$ cat src/rtl/map_access_arbiter.sv
// rtl/map_access_arbiter.sv - tile-map RAM arbiter: display reads vs two game-logic writers
//
// Purpose: shares one map RAM port between the display pipeline and two
// game-logic write requesters. Writes are only granted inside the window
// between EOF and the following SOF, never while the display is reading.
// Competing writers are served round-robin. Each grant takes an ARB cycle
// followed by a WRITE cycle, so at most one write lands every two cycles.
//
// Optional feature macro: MAP_ARB_STATS_EN
//   defined   : wr_count counts ram_we cycles per frame (saturates at 255,
//               cleared on EOF; EOF together with a write loads 1)
//   undefined : wr_count is tied to 0 and no counter is built
//
// Ports:
//   clock_50      in   system clock, rising edge
//   reset_n       in   asynchronous active-low reset
//   SOF, EOF      in   start/end-of-frame pulses
//   vid_rd        in   display reads the map this cycle
//   vid_addr      in   display read address (AW)
//   req0, req1    in   write requests, held until ack
//   addr0, addr1  in   write addresses (AW)
//   data0, data1  in   write data (DW)
//   ack0, ack1    out  one-cycle write-done pulses
//   ram_we        out  map RAM write enable
//   ram_addr      out  map RAM address (AW)
//   ram_wdata     out  map RAM write data (DW)
//   wr_count      out  writes this frame (8)
//   vid_conflict  out  sticky: display read during a write

module map_access_arbiter #(
   parameter int AW = 8,
   parameter int DW = 4
) (
   input  logic          clock_50,
   input  logic          reset_n,
   input  logic          SOF,
   input  logic          EOF,
   input  logic          vid_rd,
   input  logic [AW-1:0] vid_addr,
   input  logic          req0,
   input  logic          req1,
   input  logic [AW-1:0] addr0,
   input  logic [AW-1:0] addr1,
   input  logic [DW-1:0] data0,
   input  logic [DW-1:0] data1,
   output logic          ack0,
   output logic          ack1,
   output logic          ram_we,
   output logic [AW-1:0] ram_addr,
   output logic [DW-1:0] ram_wdata,
   output logic [7:0]    wr_count,
   output logic          vid_conflict
);

   typedef enum logic [1:0] {
      S_CLOSED = 2'd0,
      S_ARB    = 2'd1,
      S_WRITE  = 2'd2
   } state_t;

   state_t r_state;
   state_t w_next;
   logic   r_window;
   logic   r_ptr;
   logic   r_sel;
   logic   r_conflict;
   logic   w_pick;
   logic   w_grant;

   // Both requesting: the pointer decides; otherwise whichever one is asking.
   assign w_pick  = (req0 && req1) ? r_ptr : req1;
   assign w_grant = (r_state == S_ARB) && (w_next == S_WRITE);

   // SOF has priority so a coincident SOF+EOF leaves the window closed.
   always_ff @(posedge clock_50 or negedge reset_n) begin
      if (!reset_n) begin
         r_window <= 1'b0;
      end else if (SOF) begin
         r_window <= 1'b0;
      end else if (EOF) begin
         r_window <= 1'b1;
      end
   end

   always_ff @(posedge clock_50 or negedge reset_n) begin
      if (!reset_n) begin
         r_state <= S_CLOSED;
      end else begin
         r_state <= w_next;
      end
   end

   // WRITE always exits after one cycle, so a SOF arriving mid-write
   // cannot cut it short; it only stops the next grant.
   always_comb begin
      w_next = r_state;
      case (r_state)
         S_CLOSED: if (r_window) w_next = S_ARB;
         S_ARB: begin
            if (!r_window) begin
               w_next = S_CLOSED;
            end else if (!vid_rd && (req0 || req1)) begin
               w_next = S_WRITE;
            end
         end
         S_WRITE:  w_next = r_window ? S_ARB : S_CLOSED;
         default:  w_next = S_CLOSED;
      endcase
   end

   // Outputs decode directly from state, so asserting reset drops ram_we
   // and the acks immediately.
   always_comb begin
      ram_we    = 1'b0;
      ack0      = 1'b0;
      ack1      = 1'b0;
      ram_addr  = vid_addr;
      ram_wdata = '0;
      if (r_state == S_WRITE) begin
         ram_we    = 1'b1;
         ack0      = ~r_sel;
         ack1      = r_sel;
         ram_addr  = r_sel ? addr1 : addr0;
         ram_wdata = r_sel ? data1 : data0;
      end
   end

   always_ff @(posedge clock_50 or negedge reset_n) begin
      if (!reset_n) begin
         r_sel <= 1'b0;
         r_ptr <= 1'b0;
      end else begin
         if (w_grant) begin
            r_sel <= w_pick;
         end
         if (r_state == S_WRITE) begin
            r_ptr <= ~r_sel;
         end
      end
   end

   always_ff @(posedge clock_50 or negedge reset_n) begin
      if (!reset_n) begin
         r_conflict <= 1'b0;
      end else if (ram_we && vid_rd) begin
         r_conflict <= 1'b1;
      end
   end

   assign vid_conflict = r_conflict;

`ifdef MAP_ARB_STATS_EN
   logic [7:0] r_wr_count;

   always_ff @(posedge clock_50 or negedge reset_n) begin
      if (!reset_n) begin
         r_wr_count <= 8'd0;
      end else if (EOF) begin
         r_wr_count <= {7'd0, ram_we};
      end else if (ram_we && (r_wr_count != 8'hFF)) begin
         r_wr_count <= r_wr_count + 8'd1;
      end
   end

   assign wr_count = r_wr_count;
`else
   assign wr_count = 8'd0;
`endif

endmodule

$ cat config.mk
export PLATFORM = sky130hd
export DESIGN_NAME = map_access_arbiter
export DESIGN_NICKNAME = d
export VERILOG_FILES = /design/src/rtl/map_access_arbiter.sv
export SDC_FILE = /design/constraint.sdc
export NUM_CORES = 1
export LEC_CHECK = 0
export BUFFER_PORTS_ARGS = -buffer_cell sky130_fd_sc_hd__clkbuf_2
export CORE_AREA = 4 4 46 48
export DETAILED_ROUTE_END_ITERATION = 16
export DIE_AREA = 0 0 50 52
export PLACE_DENSITY = 0.78
export SYNTH_ARGS = -nofsm -noshare
export SYNTH_HDL_FRONTEND = slang
export SYNTH_SLANG_ARGS = --single-unit
$ cat constraint.sdc
create_clock -name clock_50 -period 3.6 [get_ports clock_50]
set_clock_uncertainty 0.1 [all_clocks]
set_input_delay 1.08 -clock clock_50 [delete_from_list [all_inputs] [get_ports clock_50]]
set_output_delay 1.08 -clock clock_50 [all_outputs]
set_load 0.01 [all_outputs]
==> results of run 1 <==
-- kinds of logic after synthesis --
group                  Yosys count  share of synthesized area [%]
and+or+nand+nor                 20                           17.4
buffers and inverters           15                           18.5
muxes                           13                           23.2
AOI/OAI and AO/OA               13                           13.4
DFF                              6                           26.8
other                            1                          0.669
-- layout make-up --
| cell class | count | share of cell area [%] |
|---|---|---|
| Multi-Input combinational cell | 54 | 40.7 |
| Timing Repair Buffer | 54 | 33.0 |
| Sequential cell | 6 | 18.3 |
| Tap cell | 25 | 3.82 |
| Clock buffer | 3 | 2.75 |
| Inverter | 3 | 1.38 |
-- worst max-delay path, delay by kind of cell --
kind | cells | cell delay [ns]
mux | 1 | 0.06
compound gates | 1 | 0.17
buf+inv | 2 | 0.24
-- sequential cells by signal, summed over array words and instances, names as in the netlist --
register	count
r_window	1
r_state	2
r_ptr	1
r_sel	1
vid_conflict	1
-- cell usage in the layout (no fill, tap or decap) --
master and n:
inv_1 3, a21boi_0 1, clkbuf_4 3, o21bai_1 1, mux2i_1 13, clkbuf_2 54
o21ai_0 2, o21ai_1 7, nand2b_2 1, dfrtp_1 6, nor2_1 9, a21o_1 2
conb_1 8, nand2_1 9, nor4_4 1
-- how the worst max path moves through the flow --
stage                     depth (start not counted)  slack (ns)     start          end
after floorplan                                   2        1.02  addr1[7]  ram_addr[7]
after global placement                            4        0.90  addr1[7]  ram_addr[7]
after detailed placement                          4        0.87  addr1[5]  ram_addr[5]
after CTS                                         3        0.85     r_sel  ram_addr[5]
after global routing                              3        0.75     r_sel  ram_addr[3]
final                                             4        0.87  addr1[5]  ram_addr[5]
-- power breakdown --
part | internal (W) | switching [W]
clock network | 0.0000376 | 0.0000225
logic | 0.0000606 | 0.0000387
registers | 0.0000804 | 0.0000301
total | 0.000179 | 0.0000914
-- routing by layer --
metal	track usage [%]	wire length [um]	share of wire, %	vias to the layer above
met5	0	0	0	-
met4	6.91	14	0.91	0
met3	2.01	136	8.9	2
met2	23.9	841	55	36
met1	14.8	541	35	270
li1	-	-	-	317
-- stage by stage --
step | instance area, um2 | std cells | worst slack [ns]
6_report | 818 | 145 | 0.872
3_5_place_dp | 796 | 142 | 0.867
2_1_floorplan | 587 | 75 | 1.02
5_1_grt | 818 | 145 | 0.751
4_1_cts | 818 | 145 | 0.845
3_3_place_gp | 796 | 142 | 0.904
==> flow_metrics.py, run 1 <==
metrics = {
    "die": {
        "fp.dieW_um": 50,
        "fp-row-count": 15,
        "start_util_pct": 32.8,
        "io-pin-count": 63,
        "die_h_um": 52,
        "dieArea_um2": 2600,
        "core_um2": 1710,
    },
    "worst_setup_path": {
        "r2r_start": "r_sel",
        "r2r-end": "r_ptr",
        "worstPathMaxFanout": 1,
        "end_kind": "primary output",
        "arrival_ns": 1.55,
        "worstPathCellList": "clkbuf_2 > mux2i_1 > o21ai_1 > clkbuf_2",
        "rrSetupSlack_ns": 2.27,
        "start_kind": "primary input",
        "crit_required_ns": 2.42,
        "reg2reg_depth": 2,
        "slowest_delay_ns": 0.17,
        "crit_type": "primary input to primary output",
        "crit_slowest_cell": "o21ai_1",
        "worst_path_most_repeated_cell": "clkbuf_2",
    },
    "logic_synthesis": {
        "synth.top_cells.by_area": "dfrtp_1, mux2i_1, buf_4",
        "yosysTopAreaCell": "dfrtp_1",
        "synth_seq_cells": 6,
        "yosysMostFrequentCell": "mux2i_1",
        "synth_top_area_share_pct": 26.8,
        "ys_async_sr_fraction_pct": 100,
        "synth_cell_types": 16,
        "synth_commonest_cells": "mux2i_1, nand2_1, nor2_1",
        "ys_seq_area_share_pct": 26.8,
        "synth.cell_area_um2": 561,
        "synth_top_flop_cell": "dfrtp_1",
        "yosys_warnings": 0,
        "postSynthAreaPerCell_um2": 8.24,
        "netlist_instances": 68,
        "synth_edf_count": 0,
    },
    "timing": {
        "max_freq_ghz": 0.367,
        "rsz0062_at_grt": "no",
        "fin_hold_ws_ns": 0.365,
        "finalCriticalPeriod_ns": 2.73,
        "finalCritPeriodShare_pct": 75.8,
        "finalHoldViolCount": 0,
        "fin_tns_setup_ns": 0,
        "final_max_slew_viol_count": 0,
        "relSlewSlack_pct": 53.2,
        "final-setup-viol-count": 0,
        "worst_pin_slew_ns": 0.703,
    },
    "drt": {
        "vias": 625,
        "routed_via_density": 4.31,
        "routedWlPerCell_um": 10.6,
        "drc_errors": 0,
        "detail_route.iter0.violations": 4,
        "antenna_left": 0,
        "wirelength_um": 1530,
        "dr.pass1.iters": 3,
    },
    "run": {
        "cap_violations": 0,
    },
    "clock_tree": {
        "clockBufferDepth": 2,
        "clk_pin_slew_ns": 0.04,
        "cts_resized": 0,
        "cts.sinks": 6,
        "htree_num_levels": 1,
        "cts_made_buffers": 3,
        "cts_root_buf": "clkbuf_4",
        "postCtsSetupBuffers": 0,
        "holdBufCountCts": 0,
        "cts_tree": "yes",
        "clock_latency_ns": 0.24,
    },
    "grt": {
        "grt_max_degree": 25,
        "track_usage_pct": 13.2,
        "overflow": 0,
        "grt_pass1_wl_um": 2660,
        "antenna_found_initial": 0,
        "grt_pass1_vias": 635,
    },
    "placement": {
        "place.port_buffers": 54,
        "dp_hpwl_um": 1340,
        "place_congestion": 0.730,
    },
    "worst_hold_path": {
        "worstHoldStart": "vid_conflict",
        "hold_class": "flip-flop to flip-flop",
        "hold_path_depth": 1,
        "hold_end": "vid_conflict",
    },
    "final_layout": {
        "synthToLayoutAreaGrowth_pct": 46.0,
        "n_fill_cell": 173,
        "utilization_pct": 47.9,
        "diodes": 0,
        "drive_above_1_share_pct": 49.2,
        "multi_input_area_um2": 333,
        "register_area_um2": 150,
        "nets": 161,
    },
    "status": {
        "run_status": "finished, final reports clean",
    },
    "power_and_ir_drop": {
        "powerDensity_nw_per_um2": 330,
        "vdd_drop_max_mv": 0.215,
        "total_leakage_power_nw": 0.509,
        "finalPower_w": 0.000270,
    },
}
No activity file was read; power rests on OpenSTA's default activity.
==> run 2: changes to the inputs <==
--- a/config.mk
+++ b/config.mk
@@ -6,10 +6,10 @@
 export NUM_CORES = 1
 export LEC_CHECK = 0
 export BUFFER_PORTS_ARGS = -buffer_cell sky130_fd_sc_hd__clkbuf_2
-export CORE_AREA = 4 4 46 48
+export CORE_AREA = 4 4 49 51
 export DETAILED_ROUTE_END_ITERATION = 16
-export DIE_AREA = 0 0 50 52
-export PLACE_DENSITY = 0.78
+export DIE_AREA = 0 0 53 55
+export PLACE_DENSITY = 0.72
 export SYNTH_ARGS = -nofsm -noshare
 export SYNTH_HDL_FRONTEND = slang
 export SYNTH_SLANG_ARGS = --single-unit
==> constraint.sdc (replaced) <==
create_clock -name clock_50 -period 2.5 [get_ports clock_50]
set_clock_uncertainty 0.1 [all_clocks]
set_input_delay 0.75 -clock clock_50 [delete_from_list [all_inputs] [get_ports clock_50]]
set_output_delay 0.75 -clock clock_50 [all_outputs]
set_load 0.01 [all_outputs]
==> flow_metrics.py, run 2 (same netlist as run 1, synthesis figures left out) <==
metrics = {
    "timing": {
        "setup_slack_ns": 0.229,
        "finalCritPeriodShare_pct": 90.9,
        "max_freq_ghz": 0.440,
        "rsz0062_at_grt": "no",
        "final_max_slew_viol_count": 0,
        "fin_tns_setup_ns": 0,
        "final-setup-viol-count": 0,
        "finalHoldViolCount": 0,
        "finalCriticalPeriod_ns": 2.27,
    },
    "worst_setup_path": {
        "start_kind": "flip-flop",
        "crit_type": "flip-flop to primary output",
        "worstPathMaxFanout": 8,
        "crit_required_ns": 1.65,
        "reg2reg_depth": 3,
        "end_kind": "primary output",
        "arrival_ns": 1.42,
        "critPathBufInv": 2,
        "path_delay_family": "flip-flops",
        "slowest_delay_ns": 0.50,
        "critical_path_depth": 4,
        "worstPathCellList": "buf_4 > mux2i_1 > o21ai_0 > clkbuf_2",
        "crit_slowest_cell": "dfrtp_1",
    },
    "clock_tree": {
        "cts_resized": 0,
        "htree_num_levels": 1,
        "cts_tree": "yes",
        "cts_root_buf": "clkbuf_4",
        "cts_made_buffers": 3,
        "holdBufCountCts": 0,
        "clockBufferDepth": 2,
        "cts.sinks": 6,
        "clk_pin_slew_ns": 0.04,
        "clock_latency_ns": 0.23,
        "postCtsSetupBuffers": 0,
    },
    "final_layout": {
        "postLayoutCellArea_um2": 828,
        "largest_register_ffs": 2,
        "diodes": 0,
        "utilization_pct": 42.7,
        "nets": 162,
        "final_common_cell": "clkbuf_2",
        "synthToLayoutAreaGrowth_pct": 47.8,
        "top_register": "r_state",
        "final_cell_mix": "clkbuf_2, mux2i_1, nor2_1, nand2_1, conb_1",
        "drive_above_1_share_pct": 49.6,
    },
    "die": {
        "die_h_um": 55,
        "fp-row-count": 16,
        "fp.dieW_um": 53,
        "start_util_pct": 28.9,
        "io-pin-count": 63,
        "core_um2": 1940,
        "dieArea_um2": 2920,
    },
    "drt": {
        "routedWlPerCell_um": 10.3,
        "drc_errors": 0,
        "dr.pass1.iters": 2,
        "antenna_left": 0,
        "vias": 620,
        "met1_length_um": 543,
        "routed_via_density": 4.19,
        "met2_wirelength_um": 783,
        "wirelength_um": 1520,
        "wl_met3_um": 183,
        "highest_layer": "met4",
        "detail_route.iter0.violations": 2,
    },
    "placement": {
        "dp_hpwl_um": 1340,
        "post-place-ws_ns": 0.460,
        "place.port_buffers": 54,
        "place_congestion": 0.687,
        "dpl_cell_area_um2": 806,
    },
    "power_and_ir_drop": {
        "finalPower_w": 0.000392,
        "powerDensity_nw_per_um2": 474,
        "vdd_drop_max_mv": 0.446,
        "total_leakage_power_nw": 0.514,
    },
    "grt": {
        "antenna_found_initial": 0,
        "grt_max_degree": 25,
        "grt_pass1_wl_um": 2210,
        "grt_pass1_vias": 606,
        "overflow": 0,
        "track_usage_pct": 10.2,
    },
    "worst_hold_path": {
        "hold_class": "primary input to async pin",
    },
    "status": {
        "run_status": "finished, final reports clean",
    },
    "run": {
        "cap_violations": 0,
    },
}
run 2: cell count changes in the layout (fill, tap and decap cells not counted), sizes merged:
cell  previous run  this run
buf              0         1
run 2: worst paths after layout:
path	end	start	slack, ns
hold / removal	r_state[1]	reset_n	0.23
setup reg to reg	vid_conflict	r_state[1]	1.22
setup / recovery	ram_addr[7]	r_sel	0.23
hold reg to reg	vid_conflict	vid_conflict	0.37
min in group clock_50	vid_conflict	vid_conflict	0.37
max in group asynchronous	r_ptr	reset_n	1.92
run 2: metrics by stage:
step,cells,hold WS [ns]
2_1_floorplan,75,0.343
3_3_place_gp,145,0.337
3_5_place_dp,145,0.362
4_1_cts,148,0.227
5_1_grt,148,0.222
6_report,148,0.229
run 2: routing by layer:
metal  vias to the layer above  GRT usage, %
met5                         -             0
met4                         0          3.83
met3                         2          2.68
met2                        38          20.5
met1                       261          9.89
li1                        319             -
run 2: layout make-up:
type	count	area, um2
clock buffer	3	22.5
fill	205	1110
inverter	3	11.3
multi-input combinational	54	333
sequential	6	150
tap	27	33.8
timing repair buffer	55	278
run 2: where the power goes:
| group | switching [W] | total, W | leakage [nW] | internal [W] |
|---|---|---|---|---|
| combinational | 0.0000790 | 0.000171 | 0.425 | 0.0000925 |
| sequential | 0.0000220 | 0.000139 | 0.0752 | 0.000116 |
| clock | 0.0000285 | 0.0000824 | 0.0138 | 0.0000539 |
| total | 0.000130 | 0.000392 | 0.514 | 0.000263 |
==> run 3: changes to the inputs <==
--- a/config.mk
+++ b/config.mk
@@ -5,11 +5,12 @@
 export SDC_FILE = /design/constraint.sdc
 export NUM_CORES = 1
 export LEC_CHECK = 0
-export BUFFER_PORTS_ARGS = -buffer_cell sky130_fd_sc_hd__clkbuf_2
+export BUFFER_PORTS_ARGS = -buffer_cell sky130_fd_sc_hd__buf_2
 export CORE_AREA = 4 4 49 51
 export DETAILED_ROUTE_END_ITERATION = 16
 export DIE_AREA = 0 0 53 55
 export PLACE_DENSITY = 0.72
+export REMOVE_ABC_BUFFERS = 1
 export SYNTH_ARGS = -nofsm -noshare
 export SYNTH_HDL_FRONTEND = slang
 export SYNTH_SLANG_ARGS = --single-unit
==> flow_metrics.py, run 3 (same netlist as run 1, synthesis figures left out) <==
metrics = {
    "clock_tree": {
        "cts_root_buf": "clkbuf_4",
        "postCtsSetupBuffers": 0,
        "cts_resized": 0,
        "cts_made_buffers": 3,
        "cts_tree": "yes",
        "htree_num_levels": 1,
        "clockBufferDepth": 2,
        "holdBufCountCts": 0,
        "clk_pin_slew_ns": 0.04,
        "clock_latency_ns": 0.24,
        "cts.sinks": 6,
    },
    "drt": {
        "detail_route.iter0.violations": 3,
        "wirelength_um": 1460,
        "drc_errors": 0,
        "vias": 612,
        "routed_via_density": 4.11,
        "routedWlPerCell_um": 9.79,
        "dr.pass1.iters": 4,
        "antenna_left": 0,
    },
    "grt": {
        "overflow": 0,
        "grt_max_degree": 25,
        "grt_pass1_vias": 574,
        "grt_pass1_wl_um": 2240,
        "track_usage_pct": 10.1,
        "antenna_found_initial": 0,
    },
    "final_layout": {
        "diodes": 0,
        "multi_input_area_um2": 333,
        "top_register": "r_state",
        "drive_above_1_share_pct": 50.0,
        "stdcell_count": 149,
        "largest_register_ffs": 2,
        "final_cell_mix": "buf_2, mux2i_1, nor2_1, nand2_1, conb_1",
        "n_fill_cell": 211,
        "nets": 163,
        "register_area_um2": 150,
        "final_common_cell": "buf_2",
        "synthToLayoutAreaGrowth_pct": 49.1,
    },
    "power_and_ir_drop": {
        "switchingPower_w": 0.000132,
        "powerDensity_nw_per_um2": 481,
        "pwr-share-comb_pct": 46.8,
        "sw_frac_of_total_pct": 32.8,
        "intPower_w": 0.000270,
        "seqPwrFrac_pct": 31.5,
        "total_leakage_power_nw": 0.515,
        "power_frac_clock_pct": 21.6,
        "vdd_drop_max_mv": 0.492,
    },
    "worst_setup_path": {
        "crit_slowest_cell": "dfrtp_1",
        "worstPathCellList": "nand2b_2 > o21ai_0 > buf_2",
        "crit_required_ns": 1.65,
        "worstPathMaxFanout": 24,
        "crit_start": "r_state[0]",
        "start_kind": "flip-flop",
        "arrival_ns": 1.37,
        "crit_type": "flip-flop to primary output",
        "r2r_start": "r_state[1]",
        "slowest_delay_ns": 0.38,
        "end_kind": "primary output",
    },
    "die": {
        "die_h_um": 55,
        "fp.dieW_um": 53,
        "fp-row-count": 16,
        "core_um2": 1940,
        "io-pin-count": 63,
        "dieArea_um2": 2920,
        "start_util_pct": 28.9,
    },
    "placement": {
        "dpl.cell_count": 146,
        "place_congestion": 0.746,
        "place.port_buffers": 54,
        "dp_hpwl_um": 1270,
    },
    "timing": {
        "rsz0062_at_grt": "no",
        "max_freq_ghz": 0.450,
        "fin_tns_setup_ns": 0,
        "finalCritPeriodShare_pct": 88.8,
        "final_max_slew_viol_count": 0,
        "final-setup-viol-count": 0,
        "finalHoldViolCount": 0,
        "finalCriticalPeriod_ns": 2.22,
    },
    "run": {
        "cap_violations": 0,
    },
    "status": {
        "run_status": "finished, final reports clean",
    },
    "worst_hold_path": {
        "hold_class": "primary input to async pin",
    },
}
==> run 3: final cells by class <==
type,count,share of cell area [%]
timing repair buffer,56,34.1
clock buffer,3,2.69
inverter,3,1.35
multi-input combinational,54,39.8
tap,27,4.04
sequential,6,18.0
==> run 3: critical path, delay by kind of cell (launching register included) <==
kind | cells | cell delay [ns]
flip-flops | 1 | 0.38
AND/OR/NAND/NOR | 1 | 0.37
AO/OA/AOI/OAI | 1 | 0.23
buffers and inverters | 1 | 0.15
==> run 3: power by group through the flow <==
stage	Sequential [W]	Combinational, W	Clock (W)
final	0.000127	0.000188	0.0000870
after global routing	0.000131	0.000211	0.000101
after CTS	0.000127	0.000191	0.0000908
after detailed placement	0.000129	0.000190	0
after global placement	0.000129	0.000186	0
after floorplan	0.000153	0.0000891	0
==> run 3: routing by layer <==
layer | vias to the layer above | wire length, um | track usage [%]
met4 | 0 | 0 | 2.55
met2 | 52 | 625 | 19.0
li1 | 318 | - | -
met1 | 242 | 552 | 10.6
met3 | 0 | 279 | 3.75
met5 | - | 0 | 0
==> run 3: final timing paths <==
check,to,slack (ns),cells past startpoint
worst min-delay path,vid_conflict,0.22,1
max in group asynchronous,r_sel,1.94,1
worst min register to register,vid_conflict,0.34,1
worst max register to register,vid_conflict,1.25,3
min in group clock_50,vid_conflict,0.34,1
worst max-delay path,ram_addr[7],0.28,3
==> run 3: per-stage QoR <==
step                util (%)  total power, W  setup slack, ns  area (um2)  hold slack, ns
CTS                     43.0        0.000409            0.260         836           0.223
detailed placement      41.9        0.000319            0.437         813           0.339
global route            43.0        0.000443            0.136         836           0.219
global placement        41.9        0.000315            0.461         813           0.331
floorplan                  -        0.000242            0.554         494           0.343
finish                  43.0        0.000402            0.280         836           0.224
